## src/rtl/msrv32_ifetch.sv

```systemverilog
// Instruction fetch stage: holds the fetch PC, issues pipelined AHB-Lite reads
// and buffers returned words in a 2-entry queue presented to decode.
module msrv32_ifetch #(
  parameter logic [31:0] BOOT_ADDRESS = 32'h0000_0000
) (
  input  logic        clk_in,
  input  logic        rst_in,
  input  logic [31:0] pc_mux_in,
  input  logic        redirect_in,
  input  logic        misaligned_instr_in,
  input  logic        ahb_ready_in,
  input  logic [31:0] ahb_rdata_in,
  input  logic        ahb_resp_in,
  output logic [31:0] pc_out,
  output logic [31:0] iaddr_out,
  output logic [1:0]  htrans_out,
  output logic [31:0] instr_out,
  output logic [31:0] instr_pc_out,
  output logic        instr_valid_out,
  input  logic        instr_ready_in,
  output logic        fetch_err_out,
  output logic [31:0] fetch_err_pc_out
);
  localparam int unsigned XLEN = 32;
  localparam logic [1:0] HTRANS_IDLE   = 2'b00;
  localparam logic [1:0] HTRANS_NONSEQ = 2'b10;

  typedef enum logic [1:0] {S_BOOT = 2'd0, S_RUN = 2'd1, S_HALT = 2'd2} state_e;

  state_e          state_q, state_d;
  logic [XLEN-1:0] pc_q, pc_d;
  logic            dvalid_q, dvalid_d;
  logic            dkill_q, dkill_d;
  logic [XLEN-1:0] dpc_q, dpc_d;
  logic            stall_q, stall_d;
  logic            pend_q, pend_d;
  logic [XLEN-1:0] pend_pc_q, pend_pc_d;
  logic            kill_acc_q, kill_acc_d;
  logic [1:0]      count_q, count_d;
  logic [XLEN-1:0] q0_instr_q, q0_instr_d, q0_pc_q, q0_pc_d;
  logic [XLEN-1:0] q1_instr_q, q1_instr_d, q1_pc_q, q1_pc_d;
  logic            err_q, err_d;
  logic [XLEN-1:0] err_pc_q, err_pc_d;

  logic       pop_c, issue_c, accept_c, complete_c, live_c, push_c, err_c;
  logic [2:0] occ_c;

  // A stalled address phase must keep NONSEQ/HADDR stable until HREADY.
  assign pop_c      = instr_valid_out & instr_ready_in;
  assign occ_c      = 3'(count_q) + 3'(dvalid_q);
  assign issue_c    = stall_q | ((state_q == S_RUN) && (occ_c < (3'd2 + 3'(pop_c))));
  assign accept_c   = issue_c & ahb_ready_in;
  assign complete_c = dvalid_q & ahb_ready_in;
  assign live_c     = complete_c & ~dkill_q & ~redirect_in;
  assign push_c     = live_c & ~ahb_resp_in;
  assign err_c      = live_c & ahb_resp_in;

  assign pc_out           = pc_q;
  assign iaddr_out        = {pc_q[XLEN-1:2], 2'b00};
  assign htrans_out       = issue_c ? HTRANS_NONSEQ : HTRANS_IDLE;
  assign instr_valid_out  = (count_q != 2'd0);
  assign instr_out        = q0_instr_q;
  assign instr_pc_out     = q0_pc_q;
  assign fetch_err_out    = err_q;
  assign fetch_err_pc_out = err_pc_q;

  always_comb begin
    state_d    = state_q;
    pc_d       = pc_q;
    dvalid_d   = dvalid_q;
    dkill_d    = dkill_q;
    dpc_d      = dpc_q;
    stall_d    = issue_c & ~ahb_ready_in;
    pend_d     = pend_q;
    pend_pc_d  = pend_pc_q;
    kill_acc_d = kill_acc_q;
    count_d    = count_q;
    q0_instr_d = q0_instr_q;
    q0_pc_d    = q0_pc_q;
    q1_instr_d = q1_instr_q;
    q1_pc_d    = q1_pc_q;
    err_d      = err_c;
    err_pc_d   = err_pc_q;

    case (state_q)
      S_BOOT:  state_d = S_RUN;
      S_RUN:   if (err_c) state_d = S_HALT;
      S_HALT:  state_d = S_HALT;
      default: state_d = S_BOOT;
    endcase

    if (err_c) err_pc_d = dpc_q;

    // Address/data phase bookkeeping; a transfer accepted alongside an error is stale.
    if (accept_c) begin
      dvalid_d   = 1'b1;
      dpc_d      = pc_q;
      dkill_d    = kill_acc_q | redirect_in | err_c;
      pend_d     = 1'b0;
      kill_acc_d = 1'b0;
      if (pend_q)                pc_d = pend_pc_q;
      else if (state_q == S_RUN) pc_d = pc_mux_in;
    end else if (complete_c) begin
      dvalid_d = 1'b0;
      dkill_d  = 1'b0;
    end else if (redirect_in) begin
      dkill_d = dkill_q | dvalid_q;
    end

    // Redirects override sequential advance; a stalled address defers the target.
    if (redirect_in) begin
      state_d = misaligned_instr_in ? S_HALT : S_RUN;
      if (misaligned_instr_in) begin
        pc_d   = pc_q;
        pend_d = 1'b0;
        if (stall_d) kill_acc_d = 1'b1;
      end else if (stall_d) begin
        pend_d     = 1'b1;
        pend_pc_d  = pc_mux_in;
        kill_acc_d = 1'b1;
      end else begin
        pc_d = pc_mux_in;
      end
    end

    if (redirect_in) begin
      count_d = 2'd0;
    end else begin
      case ({push_c, pop_c})
        2'b10: begin
          if (count_q == 2'd0) begin
            q0_instr_d = ahb_rdata_in;
            q0_pc_d    = dpc_q;
          end else begin
            q1_instr_d = ahb_rdata_in;
            q1_pc_d    = dpc_q;
          end
          count_d = count_q + 2'd1;
        end
        2'b01: begin
          q0_instr_d = q1_instr_q;
          q0_pc_d    = q1_pc_q;
          count_d    = count_q - 2'd1;
        end
        2'b11: begin
          if (count_q == 2'd1) begin
            q0_instr_d = ahb_rdata_in;
            q0_pc_d    = dpc_q;
          end else begin
            q0_instr_d = q1_instr_q;
            q0_pc_d    = q1_pc_q;
            q1_instr_d = ahb_rdata_in;
            q1_pc_d    = dpc_q;
          end
        end
        default: count_d = count_q;
      endcase
    end
  end

  always_ff @(posedge clk_in or posedge rst_in) begin
    if (rst_in) begin
      state_q    <= S_BOOT;
      pc_q       <= BOOT_ADDRESS;
      dvalid_q   <= 1'b0;
      dkill_q    <= 1'b0;
      dpc_q      <= '0;
      stall_q    <= 1'b0;
      pend_q     <= 1'b0;
      pend_pc_q  <= '0;
      kill_acc_q <= 1'b0;
      count_q    <= 2'd0;
      q0_instr_q <= '0;
      q0_pc_q    <= '0;
      q1_instr_q <= '0;
      q1_pc_q    <= '0;
      err_q      <= 1'b0;
      err_pc_q   <= '0;
    end else begin
      state_q    <= state_d;
      pc_q       <= pc_d;
      dvalid_q   <= dvalid_d;
      dkill_q    <= dkill_d;
      dpc_q      <= dpc_d;
      stall_q    <= stall_d;
      pend_q     <= pend_d;
      pend_pc_q  <= pend_pc_d;
      kill_acc_q <= kill_acc_d;
      count_q    <= count_d;
      q0_instr_q <= q0_instr_d;
      q0_pc_q    <= q0_pc_d;
      q1_instr_q <= q1_instr_d;
      q1_pc_q    <= q1_pc_d;
      err_q      <= err_d;
      err_pc_q   <= err_pc_d;
    end
  end

  // The issue rule guarantees a free slot for every returning word.
  a_no_overflow: assert property (@(posedge clk_in) disable iff (rst_in)
    !(push_c && (count_q == 2'd2)))
    else $error("ifetch queue overflow");

endmodule

```

## config.mk

```make
export PLATFORM = sky130hd
export DESIGN_NAME = msrv32_ifetch
export DESIGN_NICKNAME = d
export VERILOG_FILES = /design/src/rtl/msrv32_ifetch.sv
export SDC_FILE = /design/constraint.sdc
export NUM_CORES = 1
export LEC_CHECK = 0
export ABC_AREA = 0
export ABC_CLOCK_PERIOD_IN_PS = 10700
export CAP_MARGIN = 5
export CORE_MARGIN = 4
export CORE_UTILIZATION = 52
export DETAILED_ROUTE_END_ITERATION = 8
export PLACE_DENSITY = 0.8
export SKIP_LAST_GASP = 1
export SYNTH_ARGS = -nofsm -noshare
export SYNTH_HDL_FRONTEND = slang
export SYNTH_SLANG_ARGS = --single-unit
```

## constraint.sdc

```tcl
create_clock -name clk_in -period 10.7 [get_ports clk_in]
set_input_delay 2.675 -clock clk_in [delete_from_list [all_inputs] [get_ports clk_in]]
set_output_delay 2.675 -clock clk_in [all_outputs]
set_load 0.01 [all_outputs]
```

==> impl_metrics.json, run 1 <==
{
  "setup_violations": 0,
  "antenna_found_initial": 2,
  "coreArea_um2": 22700,
  "worst_r2r_path_depth": 6,
  "min_path_cells": 1,
  "slew_violations": 0,
  "power_frac_clock_pct": 23.6,
  "ys_seq_elements": 266,
  "die_w_um": 160,
  "syn_inst": 852,
  "vias": 7641,
  "skew_ns": 0.00603,
  "nets": 1116,
  "clock_tree.buffer_depth": 3,
  "fin_cells": 1345,
  "ys.flop_type": "dfrtp_1",
  "dp_hpwl_mm": 17.5,
  "relSlewSlack_pct": 24.1,
  "cp-start-kind": "input port",
  "pin_count": 235,
  "grt_max_degree": 142,
  "rows": 55,
  "grt_pass1_vias": 8181,
  "sequentialPowerShare_pct": 39.7,
  "drtPass1Iterations": 4,
  "gp_congestion": 0.782,
  "final.period_utilization_pct": 68.8,
  "drt_iter0_drc": 369,
  "clock-sinks": 266,
  "internal-power_w": 0.00299,
  "fin_tns_setup_ns": 0,
  "power_frac_comb_pct": 36.7,
  "timing.fmax_mhz": 136,
  "dp_cells": 1294,
  "worst_pin_slew_ns": 1.14,
  "power_switching_w": 0.00129,
  "via_per_inst": 5.68,
  "routed_wl_mm": 27.5,
  "grt_pass1_wl_mm": 44.2,
  "crit_fanout": 5,
  "fin_util_pct": 67.4,
  "numCtsBuffers": 28,
  "synth_cell_type_count": 46,
  "antenna_cells": 0,
  "ys_warn_count": 0,
  "fin_crit_ns": 7.36,
  "async_flop_share_pct": 100,
  "htree_levels": 1,
  "drive_above_1_share_pct": 34.1,
  "worst_ep_required_time_ns": 8.03,
  "avgSynthCellArea_um2": 14.2,
  "synth-edff-count": 0,
  "grt-ovfl-total": 0,
  "ir_drop_mv": 0.155,
  "arrival_ns": 4.69,
  "switching_share_pct": 30.1,
  "clkTransAtPathRegs_ns": 0.06,
  "cp-end-kind": "primary output",
  "syn2layout_area_growth_pct": 26.9,
  "drtAntennaViolNets": 0,
  "initial_utilization_pct": 53.1,
  "yosysSeqAreaShare_pct": 55.2,
  "die_h_um": 160,
  "port-buffer-count": 231,
  "hold_viol": 0,
  "die-area_um2": 25700,
  "syn_area_um2": 12100,
  "cts_tree": "yes",
  "root_buffer": "clkbuf_16",
  "power.density_nw_per_um2": 279,
  "wl_per_cell_um": 20.5,
  "cts_hold_buf": 0,
  "cts_resized": 0,
  "track_usage_pct": 21.1,
  "rsz0062_at_grt": "false",
  "p_leak_nw": 6.61,
  "cts_setup_buffers": 0,
  "drc": 0,
  "critPathKind": "in2out",
  "hp-class": "reg2reg",
  "clkLatencyLatePin_ns": 0.53,
  "maxCapViolCount": 0,
  "status": "complete, no violations"
}
[stage by stage]
step / power (W) / hold WS [ns] / instance area [µm²] / worst slack, ns
after CTS: 0.00432 / 0.485 / 15300 / 3.36
after global routing: 0.00451 / 0.495 / 15300 / 3.24
final: 0.00427 / 0.482 / 15300 / 3.34
after floorplan: 0.00255 / 0.454 / 12100 / 0.700
after global placement: 0.00324 / 0.463 / 14300 / 3.39
after detailed placement: 0.00329 / 0.471 / 14300 / 3.34
[cell usage after synthesis, drive strengths merged (6+ instances only)]
| master | n | share of area [%] |
|---|---|---|
| buf | 66 | 3.8 |
| o221a | 18 | 1.7 |
| mux2i | 19 | 1.6 |
| dfrtp | 266 | 55 |
| clkbuf | 19 | 0.59 |
| nand2b | 7 | 0.36 |
| ha | 6 | 0.62 |
| nand2 | 25 | 0.78 |
| inv | 15 | 0.47 |
| o22ai | 14 | 0.78 |
| a22oi | 11 | 0.68 |
| o21ai | 7 | 0.29 |
| a21oi | 8 | 0.33 |
| a22o | 12 | 0.87 |
| nand3b | 13 | 0.81 |
| mux2 | 305 | 28 |
[power groups by stage]
stage | registers [W] | clock network [W] | logic [W]
global route | 0.00175 | 0.00108 | 0.00168
global placement | 0.00169 | 0 | 0.00155
detailed placement | 0.00171 | 0 | 0.00158
CTS | 0.00170 | 0.00103 | 0.00159
finish | 0.00169 | 0.00101 | 0.00157
floorplan | 0.00171 | 0 | 0.000843
[flip-flops by register name, indices dropped and copies added (netlist names), named ones only]
name,cells
count_q,2
dpc_q,32
dvalid_q,1
fetch_err_out,1
fetch_err_pc_out,32
instr_out,32
instr_pc_out,32
pc_out,32
pend_pc_q,32
pend_q,1
q1_instr_q,32
q1_pc_q,32
stall_q,1
state_q,2
[routing by layer]
layer	part of all wire, %	track usage [%]	vias up
li1	-	-	3443
met1	43	28.5	3914
met2	48	34.9	234
met3	6.4	4.67	46
met4	2.2	5.59	4
met5	0.098	0	-
[cell families after synthesis]
group,after synthesis,share of synthesized area (%)
mux,324,30.0
flops,266,55.2
buf+inv,100,4.83
compound gates,89,6.18
simple gates,64,3.00
fa+ha+maj,6,0.622
xor+xnor,2,0.145
other cells,1,0.0311
[critical path, stage by stage]
cell and delay, ns:
clkdlybuf4s50_1 0.58, nor3b_1 0.43, o22ai_1 0.22, inv_1 0.17, clkdlybuf4s50_1 0.61
[final timing paths]
| path | from | endpoint | slack [ns] |
|---|---|---|---|
| max in group asynchronous | rst_in | pend_q | 6.47 |
| max | instr_ready_in | htrans_out[1] | 3.34 |
| min in group asynchronous | rst_in | fetch_err_pc_out[4] | 2.75 |
| max reg2reg | count_q[0] | pend_pc_q[29] | 7.42 |
| min reg2reg | q1_pc_q[1] | q1_pc_q[1] | 0.48 |
| min | q1_pc_q[1] | q1_pc_q[1] | 0.48 |
[layout by cell type, fill, tap and decap left out, types with 10 or more instances in the layout]
cell / count
o22ai_1: 13
clkbuf_16: 29
nand3b_1: 13
mux2_2: 275
o221a_2: 18
a22oi_1: 11
dfrtp_1: 265
mux2i_1: 19
clkinv_2: 10
a22o_1: 12
clkdlybuf4s50_1: 231
mux2_1: 30
inv_1: 14
nand2_1: 24
[layout make-up]
| type | instances | area, µm² |
|---|---|---|
| tap | 285 | 357 |
| timing repair buffer | 240 | 2380 |
| fill | 1647 | 7390 |
| sequential | 266 | 6660 |
| multi-input combinational | 488 | 4880 |
| inverter | 15 | 63.8 |
| clock buffer | 38 | 840 |
| clock inverter | 13 | 140 |
No activity file was read; power rests on OpenSTA's default activity.
==> inputs of run 2 (changes only) <==
--- a/config.mk
+++ b/config.mk
@@ -6,12 +6,12 @@
 export NUM_CORES = 1
 export LEC_CHECK = 0
 export ABC_AREA = 0
-export ABC_CLOCK_PERIOD_IN_PS = 10700
+export ABC_CLOCK_PERIOD_IN_PS = 6200
 export CAP_MARGIN = 5
 export CORE_MARGIN = 4
-export CORE_UTILIZATION = 52
+export CORE_UTILIZATION = 47
 export DETAILED_ROUTE_END_ITERATION = 8
-export PLACE_DENSITY = 0.8
+export PLACE_DENSITY = 0.76
 export SKIP_LAST_GASP = 1
 export SYNTH_ARGS = -nofsm -noshare
 export SYNTH_HDL_FRONTEND = slang
==> constraint.sdc (replaced) <==
create_clock -name clk_in -period 6.2 [get_ports clk_in]
set_input_delay 1.55 -clock clk_in [delete_from_list [all_inputs] [get_ports clk_in]]
set_output_delay 1.55 -clock clk_in [all_outputs]
set_load 0.01 [all_outputs]
==> run 2 against run 1 <==
Effect of this change:
- count of clock-buffer cells in the layout is 9 higher
- critical path depth stayed put
- largest power group unchanged
- largest cell class unchanged
- die area is 10% higher
- critical endpoint unchanged
- routed wire length hardly changed
- final cell count is 3.5% higher
- highest routed layer unchanged
==> impl_metrics.json, run 2 (synthesis gave the netlist of run 1 again) <==
{
  "status": "complete, no violations",
  "fin_crit_ns": 5.17,
  "drive_above_1_share_pct": 33.5,
  "slew_violations": 0,
  "grt_pass1_vias": 8087,
  "fin_tns_setup_ns": 0,
  "path_delay_family": "buffers and inverters",
  "skew_ns": 0.0112,
  "arrival_ns": 3.62,
  "coreArea_um2": 25300,
  "critPathKind": "in2out",
  "clkTransAtPathRegs_ns": 0.06,
  "initial_utilization_pct": 47.8,
  "max_stage_delay_ns": 0.61,
  "via_per_inst": 5.48,
  "worst-path-stages": 5,
  "final.period_utilization_pct": 83.4,
  "drtPass1Iterations": 4,
  "timing.fmax_mhz": 193,
  "numCtsBuffers": 29,
  "dp_cells": 1340,
  "die-area_um2": 28300,
  "grt_max_degree": 156,
  "cts_hold_buf": 0,
  "routed_wl_mm": 27.5,
  "fillers": 1965,
  "wl_per_cell_um": 19.8,
  "htree_levels": 1,
  "crit_buf_inv": 3,
  "worst_ep_required_time_ns": 4.65,
  "drtAntennaViolNets": 0,
  "multi_input_area_um2": 4880,
  "die_w_um": 168,
  "final_common_cell": "mux2_2",
  "dp_hpwl_mm": 17.8,
  "power.density_nw_per_um2": 476,
  "track_usage_pct": 19.1,
  "gp_congestion": 0.777,
  "vias": 7633,
  "maxCapViolCount": 0,
  "worst_r2r_path_depth": 5,
  "path_cells": "clkdlybuf4s50_1 -> nor3b_1 -> o22ai_1 -> inv_1 -> clkdlybuf4s50_1",
  "antenna_found_initial": 3,
  "grt_pass1_wl_mm": 44.2,
  "relSlewSlack_pct": 25.0,
  "die_h_um": 168,
  "ir_drop_mv": 0.297,
  "path_common_cell": "clkdlybuf4s50_1",
  "nets": 1118,
  "final_cell_mix": "275 x mux2_2, 265 x dfrtp_1, 231 x clkdlybuf4s50_1",
  "drc": 0,
  "root_buffer": "clkbuf_16",
  "setup_violations": 0,
  "worst_pin_slew_ns": 1.12,
  "antenna_cells": 0,
  "syn2layout_area_growth_pct": 27.6,
  "cts_setup_buffers": 0,
  "stdcell_area_um2": 15400,
  "rows": 58,
  "cp-start-kind": "input port",
  "clock_tree.buffer_depth": 3,
  "clkLatencyLatePin_ns": 0.53,
  "min_path_cells": 1,
  "final-seq-area_um2": 6660,
  "drt_iter0_drc": 480,
  "hp-class": "reg2reg",
  "cts_resized": 0,
  "p_leak_nw": 6.59,
  "clock-sinks": 266,
  "crit_fanout": 5,
  "hold_viol": 0,
  "port-buffer-count": 231,
  "pin_count": 235,
  "rsz0062_at_grt": "false",
  "fin_cells": 1392,
  "placed_cell_area_um2": 14400,
  "grt-ovfl-total": 0,
  "cts_tree": "yes",
  "cp-end-kind": "primary output",
  "crit_slowest_cell": "clkdlybuf4s50_1"
}
## run 2: worst reg2reg max path: stages, from the launching register on
cell and delay (ns):
dfrtp_1 0.43, ha_1 0.33, or3b_1 0.44, a221o_1 0.63, nor2_4 0.87, mux2_2 0.44
## run 2: worst paths after layout
path | startpoint | endpoint | slack, ns
max | instr_ready_in | htrans_out[1] | 1.03
min | q1_instr_q[4] | q1_instr_q[4] | 0.48
max reg2reg | dvalid_q | pend_pc_q[23] | 2.93
min reg2reg | q1_instr_q[4] | q1_instr_q[4] | 0.48
max in group asynchronous | rst_in | q1_pc_q[22] | 3.91
min in group asynchronous | rst_in | q1_pc_q[4] | 1.56
## run 2: area by class of cell
class / count / share of cell area [%]
Sequential cell: 266 / 43.2
Multi-Input combinational cell: 488 / 31.7
Timing Repair Buffer: 241 / 15.8
Clock buffer: 47 / 5.80
Tap cell: 330 / 2.68
Inverter: 15 / 0.390
Clock inverter: 5 / 0.341
## run 2: power breakdown
| group | total, W | internal (W) | leakage (nW) | switching (W) |
|---|---|---|---|---|
| Sequential | 0.00292 | 0.00241 | 3.30 | 0.000515 |
| Clock | 0.00169 | 0.00102 | 0.465 | 0.000671 |
| Combinational | 0.00272 | 0.00169 | 2.83 | 0.00103 |
| Total | 0.00733 | 0.00512 | 6.59 | 0.00221 |
## run 2: through the flow
step	util (%)	hold WS (ns)	worst slack, ns	total power, W
2_1_floorplan	-	0.454	1.14	0.00441
3_3_place_gp	57.2	0.463	1.11	0.00561
3_5_place_dp	57.2	0.475	1.04	0.00570
4_1_cts	61.0	0.488	1.03	0.00742
5_1_grt	61.0	0.496	0.953	0.00775
6_report	61.0	0.483	1.03	0.00733
## run 2: routing by layer
layer	global-route usage, %	vias up	part of all wire (%)
met5	0	-	0.13
met4	4.16	6	2.0
met3	4.44	54	6.0
met2	31.3	221	47
met1	26.1	3896	45
li1	-	3456	-
